### src/rtl/riscv_imm_pkg.sv
// riscv_imm_pkg: opcode constants and format codes shared by the
// immediate generator and its decoder.
package riscv_imm_pkg;

  localparam logic [6:0] OP_LUI    = 7'b0110111;
  localparam logic [6:0] OP_AUIPC  = 7'b0010111;
  localparam logic [6:0] OP_JAL    = 7'b1101111;
  localparam logic [6:0] OP_JALR   = 7'b1100111;
  localparam logic [6:0] OP_BRANCH = 7'b1100011;
  localparam logic [6:0] OP_LOAD   = 7'b0000011;
  localparam logic [6:0] OP_STORE  = 7'b0100011;
  localparam logic [6:0] OP_IMM    = 7'b0010011;
  localparam logic [6:0] OP_IMM32  = 7'b0011011;
  localparam logic [6:0] OP_REG    = 7'b0110011;
  localparam logic [6:0] OP_REG32  = 7'b0111011;
  localparam logic [6:0] OP_SYSTEM = 7'b1110011;
  localparam logic [6:0] OP_FENCE  = 7'b0001111;

  typedef enum logic [2:0] {
    FMT_R   = 3'd0,
    FMT_I   = 3'd1,
    FMT_S   = 3'd2,
    FMT_B   = 3'd3,
    FMT_U   = 3'd4,
    FMT_J   = 3'd5,
    FMT_ILL = 3'd7
  } fmt_e;

  function automatic logic fmt_legal(
    input logic [2:0] f
  );
    return f <= FMT_J;
  endfunction

endpackage

### src/rtl/imm_fmt_decode.sv
// imm_fmt_decode: combinational format decode and immediate assembly.
// Ports: i_instr/i_fmt/i_fmt_vld in; o_imm (XLEN), o_fmt, o_illegal out.
module imm_fmt_decode
  import riscv_imm_pkg::*;
#(
  parameter int XLEN            = 32,
  parameter int FMT_OVERRIDE_EN = 0
) (
  input  logic [31:0]     i_instr,
  input  logic [2:0]      i_fmt,
  input  logic            i_fmt_vld,
  output logic [XLEN-1:0] o_imm,
  output logic [2:0]      o_fmt,
  output logic            o_illegal
);

  logic [6:0]  w_op;
  logic [2:0]  w_dec;
  logic [2:0]  w_fmt;
  logic [31:0] w_imm32;

  assign w_op = i_instr[6:0];

  always_comb begin
    w_dec = FMT_ILL;
    unique case (1'b1)
      (w_op == OP_REG),
      (w_op == OP_REG32 && XLEN == 64):
        w_dec = FMT_R;
      (w_op == OP_IMM),
      (w_op == OP_LOAD),
      (w_op == OP_JALR),
      (w_op == OP_SYSTEM),
      (w_op == OP_FENCE),
      (w_op == OP_IMM32 && XLEN == 64):
        w_dec = FMT_I;
      (w_op == OP_STORE):
        w_dec = FMT_S;
      (w_op == OP_BRANCH):
        w_dec = FMT_B;
      (w_op == OP_LUI),
      (w_op == OP_AUIPC):
        w_dec = FMT_U;
      (w_op == OP_JAL):
        w_dec = FMT_J;
      default:
        w_dec = FMT_ILL;
    endcase
  end

  assign w_fmt = (FMT_OVERRIDE_EN != 0 && i_fmt_vld)
               ? i_fmt : w_dec;

  always_comb begin
    w_imm32 = '0;
    unique case (w_fmt)
      FMT_I:
        w_imm32 = {{20{i_instr[31]}},
                   i_instr[31:20]};
      FMT_S:
        w_imm32 = {{20{i_instr[31]}},
                   i_instr[31:25],
                   i_instr[11:7]};
      FMT_B:
        w_imm32 = {{19{i_instr[31]}},
                   i_instr[31], i_instr[7],
                   i_instr[30:25],
                   i_instr[11:8], 1'b0};
      FMT_U:
        w_imm32 = {i_instr[31:12], 12'b0};
      FMT_J:
        w_imm32 = {{11{i_instr[31]}},
                   i_instr[31],
                   i_instr[19:12],
                   i_instr[20],
                   i_instr[30:21], 1'b0};
      default:
        w_imm32 = '0;
    endcase
  end

  // widen to XLEN: fill with the sign, then drop in the low word
  always_comb begin
    o_imm       = {XLEN{w_imm32[31]}};
    o_imm[31:0] = w_imm32;
  end

  assign o_fmt     = w_fmt;
  assign o_illegal = !fmt_legal(w_fmt);

endmodule

### src/rtl/imm_gen_pipe.sv
// imm_gen_pipe: one-cycle immediate generator with 2-entry skid buffer.
// Ports: in_* handshake + instr/tag/fmt; out_* handshake + imm/fmt/illegal/tag.
module imm_gen_pipe
  import riscv_imm_pkg::*;
#(
  parameter int XLEN            = 32,
  parameter int TAG_W           = 5,
  parameter int FMT_OVERRIDE_EN = 0
) (
  input  logic             clk,
  input  logic             rst_n,
  input  logic             flush,
  input  logic             in_valid,
  output logic             in_ready,
  input  logic [31:0]      in_instr,
  input  logic [TAG_W-1:0] in_tag,
  input  logic [2:0]       in_fmt,
  input  logic             in_fmt_vld,
  output logic             out_valid,
  input  logic             out_ready,
  output logic [XLEN-1:0]  out_imm,
  output logic [2:0]       out_fmt,
  output logic             out_illegal,
  output logic [TAG_W-1:0] out_tag
);

  logic [XLEN-1:0]  w_imm;
  logic [2:0]       w_fmt;
  logic             w_ill;
  logic             w_acc;
  logic             w_main_free;

  logic             r_main_vld;
  logic [XLEN-1:0]  r_main_imm;
  logic [2:0]       r_main_fmt;
  logic             r_main_ill;
  logic [TAG_W-1:0] r_main_tag;

  logic             r_skid_vld;
  logic [XLEN-1:0]  r_skid_imm;
  logic [2:0]       r_skid_fmt;
  logic             r_skid_ill;
  logic [TAG_W-1:0] r_skid_tag;

  imm_fmt_decode #(
    .XLEN            (XLEN),
    .FMT_OVERRIDE_EN (FMT_OVERRIDE_EN)
  ) u_dec (
    .i_instr   (in_instr),
    .i_fmt     (in_fmt),
    .i_fmt_vld (in_fmt_vld),
    .o_imm     (w_imm),
    .o_fmt     (w_fmt),
    .o_illegal (w_ill)
  );

  // ready comes straight from a flop, so no comb path from out_ready
  assign in_ready    = !r_skid_vld;
  assign w_acc       = in_valid && in_ready;
  assign w_main_free = !r_main_vld || out_ready;

  always_ff @(posedge clk or negedge rst_n) begin
    if (!rst_n) begin
      r_main_vld <= 1'b0;
      r_main_imm <= '0;
      r_main_fmt <= '0;
      r_main_ill <= 1'b0;
      r_main_tag <= '0;
      r_skid_vld <= 1'b0;
      r_skid_imm <= '0;
      r_skid_fmt <= '0;
      r_skid_ill <= 1'b0;
      r_skid_tag <= '0;
    end else if (flush) begin
      r_main_vld <= 1'b0;
      r_skid_vld <= 1'b0;
    end else if (w_main_free) begin
      // skid is older, so it wins; in_ready was low if skid held data
      if (r_skid_vld) begin
        r_main_vld <= 1'b1;
        r_main_imm <= r_skid_imm;
        r_main_fmt <= r_skid_fmt;
        r_main_ill <= r_skid_ill;
        r_main_tag <= r_skid_tag;
        r_skid_vld <= 1'b0;
      end else begin
        r_main_vld <= w_acc;
        if (w_acc) begin
          r_main_imm <= w_imm;
          r_main_fmt <= w_fmt;
          r_main_ill <= w_ill;
          r_main_tag <= in_tag;
        end
      end
    end else if (w_acc) begin
      r_skid_vld <= 1'b1;
      r_skid_imm <= w_imm;
      r_skid_fmt <= w_fmt;
      r_skid_ill <= w_ill;
      r_skid_tag <= in_tag;
    end
  end

  assign out_valid   = r_main_vld;
  assign out_imm     = r_main_imm;
  assign out_fmt     = r_main_fmt;
  assign out_illegal = r_main_ill;
  assign out_tag     = r_main_tag;

endmodule

### config.mk
export PLATFORM = sky130hd
export DESIGN_NAME = imm_gen_pipe
export DESIGN_NICKNAME = d
export VERILOG_FILES = /design/src/rtl/riscv_imm_pkg.sv /design/src/rtl/imm_fmt_decode.sv /design/src/rtl/imm_gen_pipe.sv
export SDC_FILE = /design/constraint.sdc
export NUM_CORES = 1
export LEC_CHECK = 0
export BUFFER_PORTS_ARGS = -buffer_cell sky130_fd_sc_hd__buf_4
export CAP_MARGIN = 20
export CORE_MARGIN = 1
export CORE_UTILIZATION = 55
export CTS_CLUSTER_SIZE = 14
export DETAILED_ROUTE_END_ITERATION = 8
export HOLD_SLACK_MARGIN = 0.02
export PLACE_DENSITY = 0.81
export SETUP_SLACK_MARGIN = 0.4
export SLEW_MARGIN = 30
export SYNTH_ARGS = -nofsm -noshare
export SYNTH_HDL_FRONTEND = slang
export SYNTH_SLANG_ARGS = --single-unit
### constraint.sdc
create_clock -name clk -period 4.1 [get_ports clk]
set_input_delay 0.82 -clock clk [delete_from_list [all_inputs] [get_ports clk]]
set_output_delay 0.82 -clock clk [all_outputs]
set_load 0.005 [all_outputs]
[Word level (Yosys, flattened, before mapping)]
Index checks and enable logic that the tools add are counted.
Storage, ports and cells
  register bits after elaboration: 84
  input port bits: 46
  output and inout bits: 43
  logic and storage cells: 57
Operators by class
  $lt $le $gt $ge: 1
  equal/unequal tests: 16
  mux-type cells: 16
  bitwise gates (word level): 2
  reductions and logical operators: 12
Operators by type and width (number)
  $pmux W32 S5: 1
  $mux W32: 2
  $eq A7 B7 Y1 const B: 4
  $eq A7 B6 Y1 const B: 3
  $pmux W3 S6: 1
  $eq A7 B5 Y1 const B: 2
  $mux W5: 2
  $mux W1: 8
  $eq A7 B2 Y1 const B: 1
  $eq A7 B4 Y1 const B: 1
  $eq A3 B2 Y1 const B: 2
  $eq A3 B3 Y1 const B: 2
  $mux W3: 2
  $reduce_and A3 Y1: 2
  $reduce_or A5 Y1: 1
  $reduce_bool A2 Y1: 2
  $eq A3 B1 Y1 const B: 1
  $le A3 B3 Y1 const B: 1
  $logic_not A1 Y1: 3
  $reduce_bool A3 Y1: 1
  $not A1 Y1: 2
  $reduce_or A2 Y1: 1
  $logic_and A1 B1 Y1: 1
  $logic_or A1 B1 Y1: 1

[Longest topological paths before layout]
  word-level depth: 7
  depth in mapped cells: 8
  mapped depth without buffers: 5

[Hierarchy]
From an unflattened synthesis, not the netlist that was laid out.
Second synthesis, totals
  cell total of the unflattened synthesis: 328
  area, all modules: 4469.3 um^2
By module, submodules not included
  imm_gen_pipe: instances 1, cells an instance 228, area an instance 3773.6 um^2, seq. area each 2102.0 um^2
  imm_fmt_decode: instances 1, cells an instance 100, area an instance 695.7 um^2, seq. area each 0.0 um^2

[Worst setup path after synthesis]
No wires, ideal clock.
  kind: input to register
  from: input port in_instr[5]
  to: register r_skid_imm[12]
  setup time: 0.139 ns
  arrival: 2.003 ns
  required time: 3.961 ns
  setup slack: 1.958 ns
  stages: 7
  buffers on the path: 2
  path through: buf_2 > and2_0 > buf_2 > a21oi_1 > o21ai_2 > a21oi_1 > a21oi_1
Between the ends
  longest elaborated chain between the ends: 5
  elaborated cells between the ends (all ways): 20
  those cells by class: 16 x eq/ne; 2 x mux; 2 x reduce/logical
Ends and longest elaborated chain
  start: declaration: line imm_gen_pipe.sv:15  | input logic [31:0] in_instr,
  $eq A7 B4 Y1 (tied with other cells): line imm_fmt_decode.sv:34  | (w_op == OP_FENCE),
  $reduce_or A5 Y1 or $reduce_or A2 Y1 (tied branches): line imm_fmt_decode.sv:26  | unique case (1'b1)
  $pmux W3 S6 (*): line imm_fmt_decode.sv:26
  $eq A3 B3 Y1 (tied with other cells): line imm_fmt_decode.sv:56  | unique case (w_fmt)
  $pmux W32 S5 (*): line imm_fmt_decode.sv:56
  end signal: assignment: line imm_gen_pipe.sv:97  | r_skid_imm <= w_imm;
  end: declaration: line imm_gen_pipe.sv:40  | logic [XLEN-1:0] r_skid_imm;
Mark *: on every way between the ends. The rest lies on a longest branch, timed or not.
A chain may end at the register's enable or synchronous reset.

[Worst setup path after layout]
  from: register r_skid_vld
  to: register r_main_imm[20] (netlist: out_imm[20])
Between the ends
  longest elaborated chain between the ends: 4
  elaborated cells between the ends (all ways): 5
  those cells by class: 1 x mux; 4 x reduce/logical
Ends and longest elaborated chain
  start: declaration: line imm_gen_pipe.sv:39  | logic r_skid_vld;
  start signal: assignment: line imm_gen_pipe.sv:69  | r_skid_vld <= 1'b0;
  start signal: assignment: line imm_gen_pipe.sv:76  | r_skid_vld <= 1'b0;
  start signal: assignment: line imm_gen_pipe.sv:85  | r_skid_vld <= 1'b0;
  $logic_not A1 Y1: line imm_gen_pipe.sv:58  | assign in_ready = !r_skid_vld;
  $logic_and A1 B1 Y1: line imm_gen_pipe.sv:59  | assign w_acc = in_valid && in_ready;
  $reduce_bool A2 Y1 (no source line)
  $reduce_and A3 Y1 (no source line)
  end signal: assignment: line imm_gen_pipe.sv:81  | r_main_imm <= r_skid_imm;
  end signal: assignment: line imm_gen_pipe.sv:89  | r_main_imm <= w_imm;
  end: declaration: line imm_gen_pipe.sv:34  | logic [XLEN-1:0] r_main_imm;
Several ways; a longest one is shown, not always the timed one.

==> impl_metrics.csv <==
group,metric,value,unit
cts,cts_tree,"built",
floorplanning,dieArea,0.007702,mm2
power_and_ir_drop,peakVddDrop,0.1872,mV
critical_path,cp.depth,7,
critical_path,slowest_stage,"a21oi_1",
synth,yosysWarnings,0,
grt,grt_pass1_wl,16660,um
placed_design,port_buffers,84,
finish,final_common_cell,"buf_4",
run,cap_violations,0,
sta,holdWs,0.4771,ns
grt,antenna_found_initial,0,
sta,timing.final.crit_share,67.99,%
critical_path,crit_chain,"buf_4, nor2_1, nor3_4, buf_4, nand2_1, a21oi_1, a211oi_1",
critical_path,path_buf_inv,2,
outcome,status,"complete, no violations",
grt,overflow,0,
sta,tns,0,ns
sta,setup_violations,0,
power_and_ir_drop,total_leakage_power,2.236,nW
cts,cts_buffer_depth,2,
power_and_ir_drop,power.density,390.8,mW/mm2
finish,drive_gt1_share,22.28,%
sta,period_needed,2.788,ns
finish,postLayoutCellArea,0.004896,mm2
critical_path,crit_type,"reg -> reg",
critical_path,startpoint_type,"register",
grt,groute.usage.overall,28.13,%
drt,drt_iter0_drc,145,
sta,fmax,358.7,MHz
drt,postRouteWirelength,10070,um
cts,worstSkewPairLatency,0.35,ns
critical_path,critical-path-max-stage-delay,0.78,ns
critical_path,cp.required,4.29,ns
cts,clk_pin_slew,0.09,ns
grt,grt_pass1_vias,3481,
synth,synth_edf_count,0,
hold_path,holdPathStages,2,
critical_path,critPathArrivalTime,2.98,ns
cts,clock-sinks,84,
sta,rsz0062_at_grt,"false",
placed_design,gp_congestion,0.9337,
power_and_ir_drop,power,1.913,mW
cts,postCtsSetupRepairBufs,0,
placed_design,place_area,0.004721,mm2
synth,syn_nets,505,
floorplanning,core-area,0.006944,mm2
critical_path,cpMostUsedCell,"buf_4",
synth,avgSynthCellArea,8.813,um2
placed_design,dp_slack,1.190,ns
synth,ys_ff_latch,84,
cts,cts_htree_levels,3,
synth,synth_ff_type,"dfrtp_1",
sta,tightest_slew,0.9058,ns
floorplanning,fp.dieH,87.76,um
drt,first_pass_iters,5,
finish,syn2layout_area_growth,21.03,%
floorplanning,rows,30,
finish,nets,575,
sta,final-hold-violation-count,0,
drt,antenna_left,0,
synth,yosysSeqAreaShare,51.96,%
finish,diodes,0,
drt,wl_per_cell,15.99,um
drt,drc_errors,0,
synth,synthArstFlopShare,100.0,%
floorplanning,start_util,58.25,%
critical_path,cp_max_fo,37,
cts,cts_inserted_buffers,9,
finish,fillers,528,
hold_path,hp-class,"reg -> reg",
sta,relSlewSlack,39.62,%
floorplanning,io_pins,89,
sta,slew_violations,0,
cts,root_buffer,"clkbuf_8",
drt,vias,3621,
placed_design,hpwl,6746,um
synth,synthCells,459,
cts,ctsHoldBuffers,0,
synth,synth_cell_type_count,45,
finish,layout_common_cells,"92 x buf_4, 84 x dfrtp_1, 76 x nand2_1, 59 x o21ai_0, 49 x a21oi_1",
critical_path,crit_family,"compound AO/OA/AOI/OAI gates",
synth,netlist_area,0.004045,mm2
critical_path,reg2regPathDepth,7,
sta,fin_ws,1.312,ns
sta,finClkSkew,0.008865,ns
critical_path,cp-end-kind,"register",
grt,grt_max_degree,85,
floorplanning,die_w,87.76,um
drt,viasPerCell,5.748,
cts,cts_resized,0,
through the flow:
stage          cells  utilization (%)
2_1_floorplan    459                -
4_1_cts          630            70.49
3_5_place_dp     614            67.98
6_report         630            70.50
5_1_grt          630            70.50
3_3_place_gp     614            67.93
sequential cells by signal, summed over array words and instances (netlist names):
signal / count
r_skid_vld: 1
r_skid_ill: 1
out_valid: 1
out_fmt: 3
out_illegal: 1
out_tag: 5
r_skid_imm: 32
out_imm: 32
r_skid_fmt: 3
r_skid_tag: 5
cells in the mapped netlist, types with 2 or more instances:
cell | count | area [um2]
nor2_1 | 41 | 153.9
a22oi_1 | 3 | 22.52
buf_2 | 11 | 55.05
and3_1 | 12 | 75.07
a211oi_1 | 14 | 105.1
nor2b_1 | 3 | 18.77
o21ai_0 | 59 | 295.3
clkbuf_1 | 21 | 78.83
or3_1 | 6 | 37.54
and2_1 | 2 | 12.51
a21oi_1 | 49 | 245.2
nor3_1 | 15 | 75.07
mux2i_1 | 5 | 50.05
o21ai_1 | 2 | 10.01
dfrtp_1 | 84 | 2102
nand2b_1 | 2 | 12.51
nand2_1 | 76 | 285.3
a31oi_1 | 9 | 56.30
inv_1 | 4 | 15.01
o211ai_1 | 4 | 30.03
a21o_1 | 8 | 60.06
nand3_1 | 6 | 30.03
metal layers:
layer | share of wire [%] | global-route usage, %
met5 | 0 | 0
met4 | 1.4 | 10.13
met3 | 5.4 | 3.393
met2 | 49 | 45.38
met1 | 45 | 39.37
tightest hold or removal path, cell delays in order (launching register included):
cell	delay, ns
dfrtp_1	0.35
nand2_1	0.04
o21ai_0	0.06
report_power, final:
group          internal (mW)  switching (mW)
logic                  0.167           0.182
clock network          0.222           0.318
registers              0.956          0.0684
final timing paths:
| check | from | end | slack [ns] |
|---|---|---|---|
| min in group asynchronous | rst_n | out_imm[9] | 0.50 |
| worst max-delay path | r_skid_vld | out_imm[20] | 1.31 |
| worst max register to register | r_skid_vld | out_imm[20] | 1.31 |
| worst min register to register | r_skid_imm[9] | r_skid_imm[9] | 0.48 |
| worst min-delay path | r_skid_imm[9] | r_skid_imm[9] | 0.48 |
| max in group asynchronous | rst_n | r_skid_tag[1] | 3.07 |
cells by family (layout without fill, tap and decap cells):
| logic type | after synthesis | after routing | synth area share, % |
|---|---|---|---|
| AND/OR/NAND/NOR | 174 | 174 | 19.89 |
| buffers and inverters | 39 | 114 | 4.237 |
| AO/OA/AOI/OAI | 155 | 155 | 22.18 |
| XOR/XNOR | 1 | 1 | 0.2166 |
| multiplexers | 6 | 6 | 1.516 |
| flip-flops | 84 | 84 | 51.96 |
cell type report:
type	count	area, um2	share of cell area (%)
clock buffer	9	123.9	2.530
tap	96	120.1	2.453
multi-input combinational	336	1779	36.34
clock inverter	7	50.05	1.022
inverter	5	18.77	0.3833
sequential	84	2102	42.93
timing repair buffer	93	701.9	14.34
Power figures use the tool's default switching activity.
